==> src/rtl/trivia_pkg.sv <==
// Shared types and helpers for the Trivium feed controller: FSM state encoding,
// default tag length and the expected output word count.
package trivia_pkg;

   typedef enum logic [2:0] {
      ST_IDLE,
      ST_START,
      ST_RUN,
      ST_DONE,
      ST_ERR
   } state_t;

   localparam int TAG_WORDS_DEF = 2;

   // Ciphertext words plus the tag words appended only when encrypting.
   function automatic logic [63:0] word_count(input logic [63:0] len,
                                              input logic        enc,
                                              input logic [63:0] tag_words);
      logic [63:0] w_words;
      w_words = (len + 64'd7) >> 3;
      return enc ? (w_words + tag_words) : w_words;
   endfunction

endpackage

==> src/rtl/trivia_watchdog.sv <==
// Idle-cycle watchdog: counts consecutive enabled cycles without a kick and
// flags expiry on the TIMEOUT-th such cycle.
module trivia_watchdog #(
   parameter int TIMEOUT = 4096
) (
   input  logic clk,
   input  logic reset,
   input  logic kick,
   input  logic enable,
   output logic expired
);

   localparam int CW = $clog2(TIMEOUT + 1);

   logic [CW-1:0] r_cnt;

   always_ff @(posedge clk) begin
      if (reset || !enable || kick) begin
         r_cnt <= '0;
      end else begin
         r_cnt <= r_cnt + 1'b1;
      end
   end

   // r_cnt holds the idle cycles already seen, so the current idle cycle is the last one.
   assign expired = enable & ~kick & (r_cnt == CW'(TIMEOUT - 1));

endmodule

==> src/rtl/trivia_feed_ctrl.sv <==
// Sequencer feeding AD/message words into a Trivium core and collecting its output words.
// Optional macro TRIVIA_ADDR_BOUND_CHECK_EN turns address/count overflow into an error.
module trivia_feed_ctrl
   import trivia_pkg::*;
#(
   parameter int AW           = 12,
   parameter int START_CYCLES = 2,
   parameter int TAG_WORDS    = TAG_WORDS_DEF,
   parameter int TIMEOUT      = 4096
) (
   input  logic          clk,
   input  logic          reset,
   input  logic          go,
   input  logic          enc_dec_in,
   input  logic [63:0]   ad_len,
   input  logic [63:0]   msg_len,
   input  logic          shift_data_in_block,
   input  logic          debug_dataMode,
   input  logic          writeToMem,
   input  logic [63:0]   cipher_text,
   output logic          start_core,
   output logic          encDec,
   output logic [63:0]   adLen,
   output logic [63:0]   msgLen,
   output logic [AW-1:0] ad_addr,
   output logic [AW-1:0] msg_addr,
   output logic          out_we,
   output logic [AW-1:0] out_addr,
   output logic [63:0]   out_data,
   output logic          busy,
   output logic          done,
   output logic          error
);

   state_t        r_state;
   state_t        w_next;
   logic [15:0]   r_start_cnt;
   logic          r_encDec;
   logic [63:0]   r_adLen;
   logic [63:0]   r_msgLen;
   logic [AW-1:0] r_ad_addr;
   logic [AW-1:0] r_msg_addr;
   logic [63:0]   r_count;

   logic          w_run;
   logic          w_accept;
   logic          w_ad_inc;
   logic          w_msg_inc;
   logic          w_wr;
   logic          w_kick;
   logic          w_expired;
   logic [63:0]   w_exp;
   logic          w_last_wr;

   assign w_run     = (r_state == ST_RUN);
   assign w_accept  = go & (r_state != ST_START) & (r_state != ST_RUN);
   assign w_ad_inc  = w_run & shift_data_in_block & ~debug_dataMode;
   assign w_msg_inc = w_run & shift_data_in_block & debug_dataMode;
   assign w_wr      = w_run & writeToMem;
   // debug_dataMode is a phase level, not an event, so it does not feed the watchdog.
   assign w_kick    = shift_data_in_block | writeToMem;

   assign w_exp     = word_count(r_msgLen, r_encDec, 64'(TAG_WORDS));
   assign w_last_wr = w_wr & ((r_count + 64'd1) == w_exp);

`ifdef TRIVIA_ADDR_BOUND_CHECK_EN
   localparam logic [63:0] CNT_MAX = (64'd1 << AW) - 64'd1;

   logic w_bound_err;

   // A write that completes the transfer at the top address is legal, not an overflow.
   assign w_bound_err = (w_ad_inc  & (&r_ad_addr))
                      | (w_msg_inc & (&r_msg_addr))
                      | (w_wr & ~w_last_wr & (r_count == CNT_MAX));
`endif

   trivia_watchdog #(
      .TIMEOUT (TIMEOUT)
   ) u_watchdog (
      .clk     (clk),
      .reset   (reset),
      .kick    (w_kick),
      .enable  (w_run),
      .expired (w_expired)
   );

   always_ff @(posedge clk) begin
      if (reset) begin
         r_state <= ST_IDLE;
      end else begin
         r_state <= w_next;
      end
   end

   always_comb begin
      w_next = r_state;
      case (r_state)
         ST_IDLE, ST_DONE, ST_ERR: begin
            if (go) w_next = ST_START;
         end
         ST_START: begin
            if (r_start_cnt == 16'(START_CYCLES - 1)) w_next = ST_RUN;
         end
         ST_RUN: begin
            if (w_exp == 64'd0) begin
               w_next = ST_DONE;
            end else if (w_last_wr) begin
               w_next = ST_DONE;
`ifdef TRIVIA_ADDR_BOUND_CHECK_EN
            end else if (w_bound_err) begin
               w_next = ST_ERR;
`endif
            end else if (w_expired) begin
               w_next = ST_ERR;
            end
         end
         default: w_next = ST_IDLE;
      endcase
   end

   always_ff @(posedge clk) begin
      if (reset) begin
         r_start_cnt <= '0;
         r_encDec    <= 1'b0;
         r_adLen     <= '0;
         r_msgLen    <= '0;
         r_ad_addr   <= '0;
         r_msg_addr  <= '0;
         r_count     <= '0;
      end else if (w_accept) begin
         r_start_cnt <= '0;
         r_encDec    <= enc_dec_in;
         r_adLen     <= ad_len;
         r_msgLen    <= msg_len;
         r_ad_addr   <= '0;
         r_msg_addr  <= '0;
         r_count     <= '0;
      end else begin
         if (r_state == ST_START) r_start_cnt <= r_start_cnt + 16'd1;
         if (w_ad_inc)            r_ad_addr   <= r_ad_addr + 1'b1;
         if (w_msg_inc)           r_msg_addr  <= r_msg_addr + 1'b1;
         if (w_wr)                r_count     <= r_count + 64'd1;
      end
   end

   assign start_core = (r_state == ST_START);
   assign busy       = (r_state == ST_START) | w_run;
   assign done       = (r_state == ST_DONE);
   assign error      = (r_state == ST_ERR);
   assign encDec     = r_encDec;
   assign adLen      = r_adLen;
   assign msgLen     = r_msgLen;
   assign ad_addr    = r_ad_addr;
   assign msg_addr   = r_msg_addr;
   assign out_we     = w_wr;
   assign out_addr   = r_count[AW-1:0];
   assign out_data   = w_wr ? cipher_text : 64'd0;

endmodule

==> config.mk <==
export PLATFORM = sky130hd
export DESIGN_NAME = trivia_feed_ctrl
export DESIGN_NICKNAME = d
export VERILOG_FILES = /design/src/rtl/trivia_pkg.sv /design/src/rtl/trivia_watchdog.sv /design/src/rtl/trivia_feed_ctrl.sv
export SDC_FILE = /design/constraint.sdc
export NUM_CORES = 1
export LEC_CHECK = 0
export CORE_UTILIZATION = 50
export CTS_CLUSTER_DIAMETER = 60
export DETAILED_ROUTE_END_ITERATION = 6
export PLACE_DENSITY_LB_ADDON = 0.15
export REMOVE_ABC_BUFFERS = 1
export SLEW_MARGIN = 40
export SYNTH_ARGS = -nofsm -noshare
export SYNTH_HDL_FRONTEND = slang
export SYNTH_HIERARCHICAL = 1
export SYNTH_SLANG_ARGS = --single-unit
==> constraint.sdc <==
create_clock -name clk -period 7.65 [get_ports clk]
set_clock_uncertainty 0.15 [all_clocks]
set_input_delay 1.53 -clock clk [delete_from_list [all_inputs] [get_ports clk]]
set_output_delay 1.53 -clock clk [all_outputs]
set_load 0.005 [all_outputs]
After elaboration in Yosys (flattened, before gate mapping)

Cells that the tools add are included.

Input port bits: 199
Output and inout bits: 234
Bits in registers: 249
Word-level logic and storage cells: 57

Bitwise gates (word level): 13
Add/subtract/negate cells: 7
Reduce and logical (&&, ||, !) cells: 8
Equal/unequal tests: 12
Multiplexer cells: 8

Operator list:

| cell                                                   | count |
|---|---|
| adder 64 x 1 -> 64 bit (second input constant)         | 1 |
| adder 64 x 3 -> 64 bit (second input constant)         | 1 |
| equality test 64 x 62 -> 1 bit                         | 1 |
| zero test 64 bit                                       | 1 |
| two-way mux 64 bit                                     | 1 |
| adder 61 x 2 -> 62 bit (second input constant)         | 1 |
| two-way mux 62 bit                                     | 1 |
| adder 12 x 1 -> 12 bit (second input constant)         | 2 |
| adder 16 x 1 -> 16 bit (second input constant)         | 1 |
| equality test 16 x 1 -> 1 bit (second input constant)  | 1 |
| two-way mux 3 bit                                      | 5 |
| adder 13 x 1 -> 13 bit (second input constant)         | 1 |
| equality test 13 x 12 -> 1 bit (second input constant) | 1 |
| bitwise AND 1 bit                                      | 9 |
| case mux 3 bit (3 select lines)                        | 1 |
| equality test 3 x 2 -> 1 bit (second input constant)   | 2 |
| inequality test 4 bit (second input constant)          | 1 |
| equality test 3 x 1 -> 1 bit (second input constant)   | 1 |
| equality test 3 bit (second input constant)            | 1 |
| zero test 3 bit                                        | 1 |
| inequality test 3 x 1 -> 1 bit (second input constant) | 1 |
| inequality test 3 x 2 -> 1 bit (second input constant) | 1 |
| AND reduction 3 bit                                    | 1 |
| OR reduction 3 bit                                     | 1 |
| 7 further kinds                                        | 10 |

Depth between registers and ports, before layout

Gate-level depths: netlist of the first run.

Depth after elaboration: 8
Depth in mapped cells: 19
Gate-level depth less buffers: 16

Modules after synthesis

The synthesis of the first run kept the hierarchy.

By module, submodules not included:

| module           | times used | area each (um^2) | cells each | seq. area each (um^2) |
|---|---|---|---|---|
| trivia_feed_ctrl | 1          | 15,705.1         | 2,111      | 4,724.5 |
| trivia_watchdog  | 1          | 583.1            | 62         | 260.2 |

Worst setup path after synthesis of the first run

Ideal clock, no wire load.

Path type: reg-to-reg
Start: register r_msgLen[5], in the netlist msgLen[5]
End: register r_state[2]
Arrival: 4,350 ps
Buffers on the path: 2
Setup slack: 3,014 ps
Cell stages (with the launch flop): 16
Library setup time: 136 ps
Period minus slack after synthesis: 4,636 ps
Data required time: 7,364 ps
Path through: dfxtp_1 -> buf_4 -> nand4_4 -> or4_4 -> buf_6 -> nor4_4 -> xnor2_1 -> or4_4 -> or4_4 -> xnor3_1 -> a2111oi_1 -> o2111ai_1 -> and4bb_1 -> nand4b_1 -> o21ai_1 -> a211oi_2

Longest elaborated chain between the ends: 8
Elaborated cells between the ends (all ways): 11
Those cells by class: add/sub (2); eq/ne (2); mux (4); bitwise (1); reduce/logical (2)

Ends and longest elaborated chain:

| what                            | RTL line                | text |
|---|---|---|
| start, declared                 | trivia_feed_ctrl.sv:40  | `logic [63:0] r_msgLen;` |
| start signal, assigned          | trivia_feed_ctrl.sv:134 | `r_msgLen <= msg_len;` |
| adder 64 x 3 -> 64 bit (*)      | trivia_pkg.sv:20        | `w_words = (len + 64'd7) >> 3;` |
| adder 61 x 2 -> 62 bit          | trivia_pkg.sv:21        | `return enc ? (w_words + tag_words) : w_words;` |
| two-way mux 62 bit (*)          | trivia_pkg.sv:21        |  |
| equality test 64 x 62 -> 1 bit  | trivia_feed_ctrl.sv:64  | `assign w_last_wr = w_wr & ((r_count + 64'd1) == w_exp);` |
| bitwise AND 1 bit               | trivia_feed_ctrl.sv:64  |  |
| two-way mux 3 bit               | trivia_feed_ctrl.sv:107 | `end else if (w_last_wr) begin` |
| two-way mux 3 bit               | trivia_feed_ctrl.sv:105 | `if (w_exp == 64'd0) begin` |
| case mux 3 bit (3 select lines) | trivia_feed_ctrl.sv:97  | `case (r_state)` |
| end signal, assigned            | trivia_feed_ctrl.sv:91  | `r_state <= w_next;` |
| end, declared                   | trivia_feed_ctrl.sv:35  | `state_t r_state;` |

Every way passes the cells marked *; elsewhere a longest branch is shown, timed or not.
A chain may end at the register's enable or synchronous reset.

Worst setup path in the final report of the first run

Start: register r_msgLen[4], in the netlist msgLen[4]
End: register r_state[2]

Same word-level chain as after synthesis.

==> results_dict.tcl, run 1 <==
set metrics [dict create \
    finalHoldViolCount 0 \
    cts_htree_levels 1 \
    synth-adder-area-share 0.00599 \
    async_flop_share 0 \
    min_period_ns 5.89 \
    grt_pass1_vias 16400 \
    hold_path_depth 2 \
    arrival_ns 6.17 \
    rsz0062_at_grt "false" \
    fin_crit_sh 0.770 \
    final-max-slew-violation-count 0 \
    crit_fanout 17 \
    final_util 0.682 \
    r2r_cells 13 \
    synth_xor_area_frac 0.158 \
    required_ns 7.93 \
    synth-seq-cells 249 \
    slew_headroom 0.404 \
    total_leakage_power_nw 7.34 \
    synth.area.top_cells "dfxtp_1 (31%), xnor2_1 (9.1%), nand2_1 (9.0%), xor2_1 (6.0%), a21oi_1 (5.4%)" \
    critical_path_class "flop to flop" \
    ctsHoldBuffers 0 \
    clock-sinks 249 \
    ir_worst_vdd_mv 0.169 \
    cts-root-buf "clkbuf_16" \
    holdCritPathClass "flop to flop" \
    ctsResizeCount 0 \
    gp_congestion 0.978 \
    antenna_cells 0 \
    io_pins 433 \
    wl_per_cell_um 18.8 \
    dieArea_mm2 0.0333 \
    clock.fmax_mhz 170 \
    final_nets 2712 \
    numCtsBuffers 29 \
    clockBufferDepth 3 \
    drt_iter0_drc 1274 \
    ff2ff_setup_slack_ns 1.76 \
    crit_start "msgLen[4]" \
    vias 17300 \
    detail-route-antenna-nets 0 \
    run_status "completed" \
    layout-drive-gt1-share 0.0502 \
    core.rowCount 65 \
    synth_top_family_by_area "simple AND/OR/NAND/NOR gates" \
    yosysWarnings 6 \
    tightest_slew_ns 0.872 \
    clkTransAtPathRegs_ns 0.06 \
    startpoint_type "flop" \
    die_h_um 182 \
    drc 0 \
    endpoint_kind "flop" \
    p_per_area_mw_per_mm2 194 \
    grt_pass1_wl_mm 87.7 \
    die_x_um 182 \
    grt_max_degree 96 \
    area_growth_pct 33.2 \
    yosysTopAreaCell "dfxtp_1" \
    synth_compound_area_frac 0.114 \
    synthFlopType "dfxtp_1" \
    syn-instance-count 2173 \
    maxCapViolCount 0 \
    final_common_cell "clkdlybuf4s50_1" \
    synth_area_mm2 0.0163 \
    antenna_found_initial 1 \
    worstReg2RegEnd "r_state[2]" \
    grt_overflow 0 \
    firstDrtPassIters 5 \
    cts_setup_buffers 0 \
    rr_startpoint "msgLen[4]" \
    netlist.area_leader.share 0.306 \
    routed_wl_mm 55.8 \
    ys_seq_area_frac 0.306 \
    synth.mux.area_fraction 0.00684 \
    setup_tns_ns 0 \
    synth_edf_count 0 \
    mostFrequentLayoutCells "clkdlybuf4s50_1 (431), nand2_1 (389), dfxtp_1 (249), nor2_1 (178), a21oi_1 (177)" \
    synthSimpleGateAreaFrac 0.365 \
    clk_latency_ns 0.58 \
    avgSynthCellArea_um2 7.50 \
    start_util 0.512 \
    core_area_mm2 0.0318 \
    ys_types 88 \
    grt_use_total 0.324 \
    viasPerCell 5.85 \
    setup_viol 0 \
    portBuffers 432 \
    cts_tree "built" \
    fillers 2731 \
    hpwlAfterDp_mm 42.1 \
    worstSetupEndpoint "r_state[2]" \
]
[cells in the mapped netlist (10+ instances only)]
cell type  number
a21oi_1       177
and2_1         26
and3_1         92
and4_1         24
buf_4          19
clkbuf_1      109
dfxtp_1       249
inv_1          19
mux2i_1        10
nand2_1       390
nand3_1        84
nand4_1        93
nor2_1        178
nor3_1         64
nor4_1         52
o21ai_0        40
o31a_1         10
o31ai_1        11
or2_2          14
or3_1          41
or4_1          14
xnor2_1       170
xor2_1        111
[flip-flops by register name, indices dropped and copies added, names as in the netlist]
name              cells
u_watchdog/r_cnt     13
r_count              64
r_state               3
encDec                1
msgLen               64
r_start_cnt          16
msg_addr             12
adLen                64
ad_addr              12
[cell families after synthesis]
logic type,Yosys count
and+or+nand+nor,1142
AOI/OAI and AO/OA,313
xor gates and xnor gates,286
DFF,249
buffers and inverters,164
muxes,11
adders and majority gates,8
[through the flow]
stage | instance area, um2 | power [mW] | hold WS (ns) | setup slack [ns] | instances
detailed placement | 20700 | 2.77 | 0.295 | 1.96 | 2910
global route | 21700 | 4.41 | 0.322 | 1.49 | 2963
global placement | 20600 | 2.75 | 0.291 | 2.04 | 2909
finish | 21700 | 4.21 | 0.303 | 1.76 | 2963
floorplan | 15700 | 2.15 | 0.290 | 1.00 | 2029
CTS | 21700 | 4.22 | 0.304 | 1.91 | 2963
[routing by layer]
layer  GRT usage  wire [um]  up-vias
li1            -          -     8335
met1       0.409      23100     8210
met2       0.550      26800      665
met3      0.0629       4160      124
met4       0.108       1770        0
met5           0          0        -
[worst min-delay path by stage]
stage / start / slack, ns / end
after global placement: adLen[62] / 0.29 / adLen[62]
after floorplan: u_watchdog/r_cnt[0] / 0.29 / u_watchdog/r_cnt[0]
after detailed placement: adLen[14] / 0.30 / adLen[14]
after CTS: adLen[13] / 0.30 / adLen[13]
final: adLen[2] / 0.30 / adLen[2]
after global routing: adLen[14] / 0.32 / adLen[14]
[layout make-up]
type / count / area (um2) / share of cell area
Tap cell: 435 / 544 / 0.0251
Clock inverter: 11 / 156 / 0.00721
Clock buffer: 42 / 845 / 0.0389
Timing Repair Buffer: 446 / 4450 / 0.205
Multi-Input combinational cell: 1760 / 10600 / 0.490
Inverter: 20 / 75.1 / 0.00346
Sequential cell: 249 / 4980 / 0.230
[where the power goes]
group / switching, mW / internal [mW] / leakage [nW]
combinational: 0.634 / 0.572 / 4.83
sequential: 0.152 / 1.40 / 2.03
clock: 0.577 / 0.869 / 0.489
total: 1.36 / 2.85 / 7.34
[worst max-delay path, cell delays in order (launching register included)]
cell,delay [ns]
dfxtp_1,0.63
nand4_4,0.27
or3_1,0.68
or3_1,0.58
xnor2_1,0.50
nand4_2,0.37
or4_4,0.63
xnor3_1,0.34
a2111oi_1,0.64
o2111ai_1,0.20
and4bb_1,0.31
nand4b_1,0.14
o21ai_1,0.20
a211oi_2,0.08
Note: power is estimated with default switching activity, not from simulation.
==> run 2, diff against run 1 <==
==> constraint.sdc (replaced) <==
create_clock -name clk -period 5.6 [get_ports clk]
set_clock_uncertainty 0.15 [all_clocks]
set_input_delay 1.12 -clock clk [delete_from_list [all_inputs] [get_ports clk]]
set_output_delay 1.12 -clock clk [all_outputs]
set_load 0.005 [all_outputs]
==> run 2 against run 1 <==
Wire length shrank 2.7%. Global-route usage decreased by 0.77 points. Total power increased by 40%. First-iteration DRC count is 14% higher. Cell count grew 1.6%. Die area did not move. Worst hold slack worse by 0.0015 ns. Via count is 0.54% lower. Design area is 1.9% higher. Critical path type unchanged. Largest cell class unchanged. Highest routed layer unchanged.
==> results_dict.tcl, run 2 (synthesized netlist as in run 1, its figures left out) <==
set metrics [dict create \
    run_status "completed" \
    routed_wl_mm 54.3 \
    drt_iter0_drc 1450 \
    gp_congestion 0.988 \
    clockBufferDepth 3 \
    die_x_um 182 \
    detail-route-antenna-nets 0 \
    cpLargestDelayFamily "simple AND/OR/NAND/NOR gates" \
    mostFrequentLayoutCells "clkdlybuf4s50_1 (431), nand2_1 (389), dfxtp_1 (249), nor2_1 (178), a21oi_1 (177)" \
    p_per_area_mw_per_mm2 266 \
    holdCritPathClass "flop to flop" \
    grt_max_degree 105 \
    cts_tree "built" \
    setup_slack_ns 0.356 \
    slew_headroom 0.481 \
    slowest_stage "a211oi_2" \
    setup_tns_ns 0 \
    critical_path_class "flop to flop" \
    power_mw 5.89 \
    total_leakage_power_nw 7.60 \
    fillers 2656 \
    area_growth_pct 35.7 \
    instances_no_fill 3010 \
    cpPeakStageDelay_ns 0.66 \
    grt_pass1_vias 16400 \
    io_pins 433 \
    layout-drive-gt1-share 0.0699 \
    setup_viol 0 \
    grt_use_total 0.316 \
    viasPerCell 5.73 \
    clk_latency_ns 0.58 \
    crit_buf_inv 2 \
    clkTransAtPathRegs_ns 0.06 \
    core.rowCount 65 \
    clock.fmax_mhz 191 \
    drc 0 \
    startpoint_type "flop" \
    fin_crit_sh 0.936 \
    numCtsBuffers 31 \
    vias 17200 \
    antenna_cells 0 \
    antenna_found_initial 0 \
    min_period_ns 5.24 \
    clock-sinks 249 \
    crit_top_cell "nand4_1" \
    crit_fanout 11 \
    portBuffers 432 \
    maxCapViolCount 0 \
    ctsResizeCount 0 \
    final_common_cell "clkdlybuf4s50_1" \
    core_area_mm2 0.0318 \
    final_nets 2756 \
    rsz0062_at_grt "false" \
    final-max-slew-violation-count 0 \
    grt_overflow 0 \
    post-place-ws_ns 0.407 \
    ir_worst_vdd_mv 0.339 \
    hpwlAfterDp_mm 40.9 \
    grt_pass1_wl_mm 86.0 \
    place_inst 2950 \
    firstDrtPassIters 5 \
    cts_setup_buffers 0 \
    tightest_slew_ns 0.775 \
    arrival_ns 5.52 \
    die_h_um 182 \
    required_ns 5.88 \
    finalHoldViolCount 0 \
    ctsHoldBuffers 0 \
    wl_per_cell_um 18.0 \
    cts_htree_levels 1 \
    cts-root-buf "clkbuf_16" \
    dieArea_mm2 0.0333 \
    start_util 0.512 \
    endpoint_kind "flop" \
    worstPathCellList "nand4_1, buf_4, nor4_1, buf_4, nand4_1, or3_1, a211oi_2, nand3_1, nor4_1, o21bai_1, nor4bb_1, nand4_1, o21ai_1, a211oi_2" \
]
[run 2: cell count changes in the layout (fill, tap and decap cells not counted), moves of 2 or more]
cell and change:
buf_4 +41, clkbuf_1 -6, clkinv_2 +6, inv_6 +3, clkbuf_16 +2, clkbuf_8 -2
[run 2: cell type report]
cell class | count | area (um2) | area share
inverters | 20 | 75.1 | 0.00340
repair buffers | 488 | 4770 | 0.216
multi-input cells | 1760 | 10600 | 0.481
flip-flops and latches | 249 | 4980 | 0.226
clock inverters | 22 | 240 | 0.0109
clock buffers | 36 | 845 | 0.0382
well taps | 435 | 544 | 0.0246
[run 2: worst reg2reg max path: stages (launching register included)]
cell and delay (ns):
dfxtp_1 0.54, nand4_1 0.24, buf_4 0.22, nor4_1 0.48, buf_4 0.21, nand4_1 0.19
or3_1 0.45, a211oi_2 0.66, nand3_1 0.33, nor4_1 0.60, o21bai_1 0.16, nor4bb_1 0.29
nand4_1 0.25, o21ai_1 0.23, a211oi_2 0.09
[run 2: worst paths after layout]
path	from	endpoint	slack, ns	cells after the start
max reg2reg	msgLen[18]	r_state[2]	0.36	14
max	msgLen[18]	r_state[2]	0.36	14
min	adLen[62]	adLen[62]	0.30	2
min reg2reg	adLen[62]	adLen[62]	0.30	2
[run 2: stage by stage]
stage | util | instance area (um2) | hold WS (ns)
after floorplan | - | 15700 | 0.290
after global placement | 0.659 | 20900 | 0.291
after detailed placement | 0.659 | 21000 | 0.296
after CTS | 0.693 | 22000 | 0.304
after global routing | 0.695 | 22100 | 0.317
final | 0.695 | 22100 | 0.302
[run 2: power breakdown]
part / switching [mW] / internal [mW]
clock network: 0.841 / 1.24
logic: 0.888 / 0.816
registers: 0.189 / 1.92
[run 2: per-layer routing]
layer	vias to the layer above	share of wire	track usage
met5	-	0	0
met4	0	0.028	0.0934
met3	107	0.069	0.0587
met2	637	0.48	0.530
met1	8092	0.43	0.410
li1	8404	-	-
==> patch: new RTL, settings of run 2 <==
`AW`: 12 -> 14.
--- a/src/rtl/trivia_feed_ctrl.sv
+++ b/src/rtl/trivia_feed_ctrl.sv
@@ -3,7 +3,7 @@
 module trivia_feed_ctrl
    import trivia_pkg::*;
 #(
-   parameter int AW           = 12,
+   parameter int AW           = 14,
    parameter int START_CYCLES = 2,
    parameter int TAG_WORDS    = TAG_WORDS_DEF,
    parameter int TIMEOUT      = 4096
Interface: changed (resized ad_addr, msg_addr and out_addr); port bits go from 433 to 439. The function was not compared with the original's and may differ.
==> patch against run 2 <==
Global-route usage rose by 6.8 points; total power fell by 7.4%; worst setup slack got worse by 0.074 ns; cell area rose by 2.1%; synthesized cell count rose by 4.3%; utilization fell by 0.31 points; highest routed layer is now met5; synthesized area rose by 2.2%; sequential cell count rose by 4; wire length rose by 24%; critical path type unchanged; maximum frequency fell by 1.4%.
==> patch: results <==
{
  "run_status": "finished, final reports clean",
  "grt_max_degree": 90,
  "wl_per_cell_um": 21.5,
  "peakVddDrop_uv": 235,
  "worst_skew_pair.late_latency_ns": 0.60,
  "dp_worst_setup_slack_ns": 0.331,
  "route.layer.met1.wl_um": 28000,
  "route.top_layer_used": "met5",
  "synth.yosys.seq_area_share": 0.304,
  "total_leakage_power_nw": 7.78,
  "hpwlAfterDp_um": 53100,
  "synth-compound-area-share": 0.120,
  "grt_util_met1": 0.506,
  "path_max_fanout": 13,
  "worstHoldEndpoint": "adLen[59]",
  "met3_length_um": 7230,
  "post_synth_xor_area_fraction": 0.160,
  "swShare": 0.314,
  "final.hold.worst_slack_ns": 0.305,
  "grt_pass1_vias": 17100,
  "globalRouteMet2Util": 0.582,
  "worst_reg_to_reg_cells": 13,
  "crit_path_max_incr_delay_ns": 0.60,
  "grt_antenna_before_repair": 4,
  "cpMaxStageDelayCell": "sky130_fd_sc_hd__or4_4",
  "grt_first_pass_wirelength_um": 100000,
  "min_from": "adLen[59]",
  "ys_types": 79,
  "synth.area.mux_share": 0.00504,
  "globalRouteMet3Util": 0.119,
  "synth_commonest_cells": "406 x sky130_fd_sc_hd__nand2_1, 253 x sky130_fd_sc_hd__dfxtp_1, 186 x sky130_fd_sc_hd__a21oi_1, 186 x sky130_fd_sc_hd__nor2_1, 174 x sky130_fd_sc_hd__xnor2_1",
  "drt_first_iter_violations": 1931,
  "tightest_slew_ns": 0.787,
  "synth_top_cells_by_area": "sky130_fd_sc_hd__dfxtp_1 30%, sky130_fd_sc_hd__nand2_1 9.2%, sky130_fd_sc_hd__xnor2_1 9.2%, sky130_fd_sc_hd__xor2_1 6.2%, sky130_fd_sc_hd__a21oi_1 5.6%",
  "postPlaceCellArea_um2": 21500,
  "place_congestion": 1.04,
  "num-nets-final": 2869,
  "route.met2.wl_um": 29300,
  "firstDrtPassIters": 6,
  "drive_gt1_frac": 0.0659,
  "post_synth_fa_ha_maj_area_fraction": 0.00646,
  "critical_path_arrival_ns": 5.67,
  "reg2reg_setup_slack_ns": 0.28,
  "r2r-end": "r_state[0]",
  "grt.overflow.total": 0
}
-- patch: logic make-up (layout without fill, tap and decap cells) --
family                   after synthesis  after routing
multiplexers                           8              8
flip-flops                           253            253
XOR/XNOR                             296            296
other                                  0              6
AO/OA/AOI/OAI                        336            336
adder cells (fa/ha/maj)                9              9
buffers and inverters                182            601
AND/OR/NAND/NOR                     1183           1183
-- patch: worst max path at each step --
stage               startpoint        endpoint  slack, ns  depth (start not counted)
global placement    msgLen[18]      r_state[0]       0.40                         13
finish              msgLen[18]      r_state[0]       0.28                         13
CTS                 msgLen[18]      r_state[1]       0.27                         14
floorplan           r_state[1]  r_start_cnt[1]      -3.18                          5
detailed placement  msgLen[18]      r_state[1]       0.33                         14
global route        msgLen[21]      r_state[0]       0.02                         13
-- patch: power groups by stage --
stage | Combinational, mW | Sequential, mW | Clock [mW]
after global routing | 1.55 | 2.05 | 2.07
after floorplan | 0.650 | 2.08 | 0
after CTS | 1.42 | 2.03 | 1.99
after global placement | 1.40 | 2.06 | 0
after detailed placement | 1.41 | 2.07 | 0
final | 1.45 | 2.03 | 1.97
-- patch: stage by stage --
| stage | power (mW) | instances |
|---|---|---|
| floorplan | 2.73 | 2109 |
| global placement | 3.46 | 3071 |
| detailed placement | 3.48 | 3071 |
| CTS | 5.45 | 3127 |
| global route | 5.67 | 3133 |
| finish | 5.45 | 3134 |
-- patch: area by class of cell --
type                    count  area, um^2  area share
repair buffers            521        5010       0.222
multi-input cells        1832       10800       0.480
well taps                 442         553      0.0245
diodes                      6        15.0    0.000665
inverters                  24        90.1     0.00399
clock buffers              46         892      0.0395
flip-flops and latches    253        5070       0.224
clock inverters            10         111     0.00493
-- patch: repair_timing --
item / in CTS / in global routing
setup endpoints to repair: 0 / 3
setup buffers: 0 / 1
gates resized for setup: 0 / 2
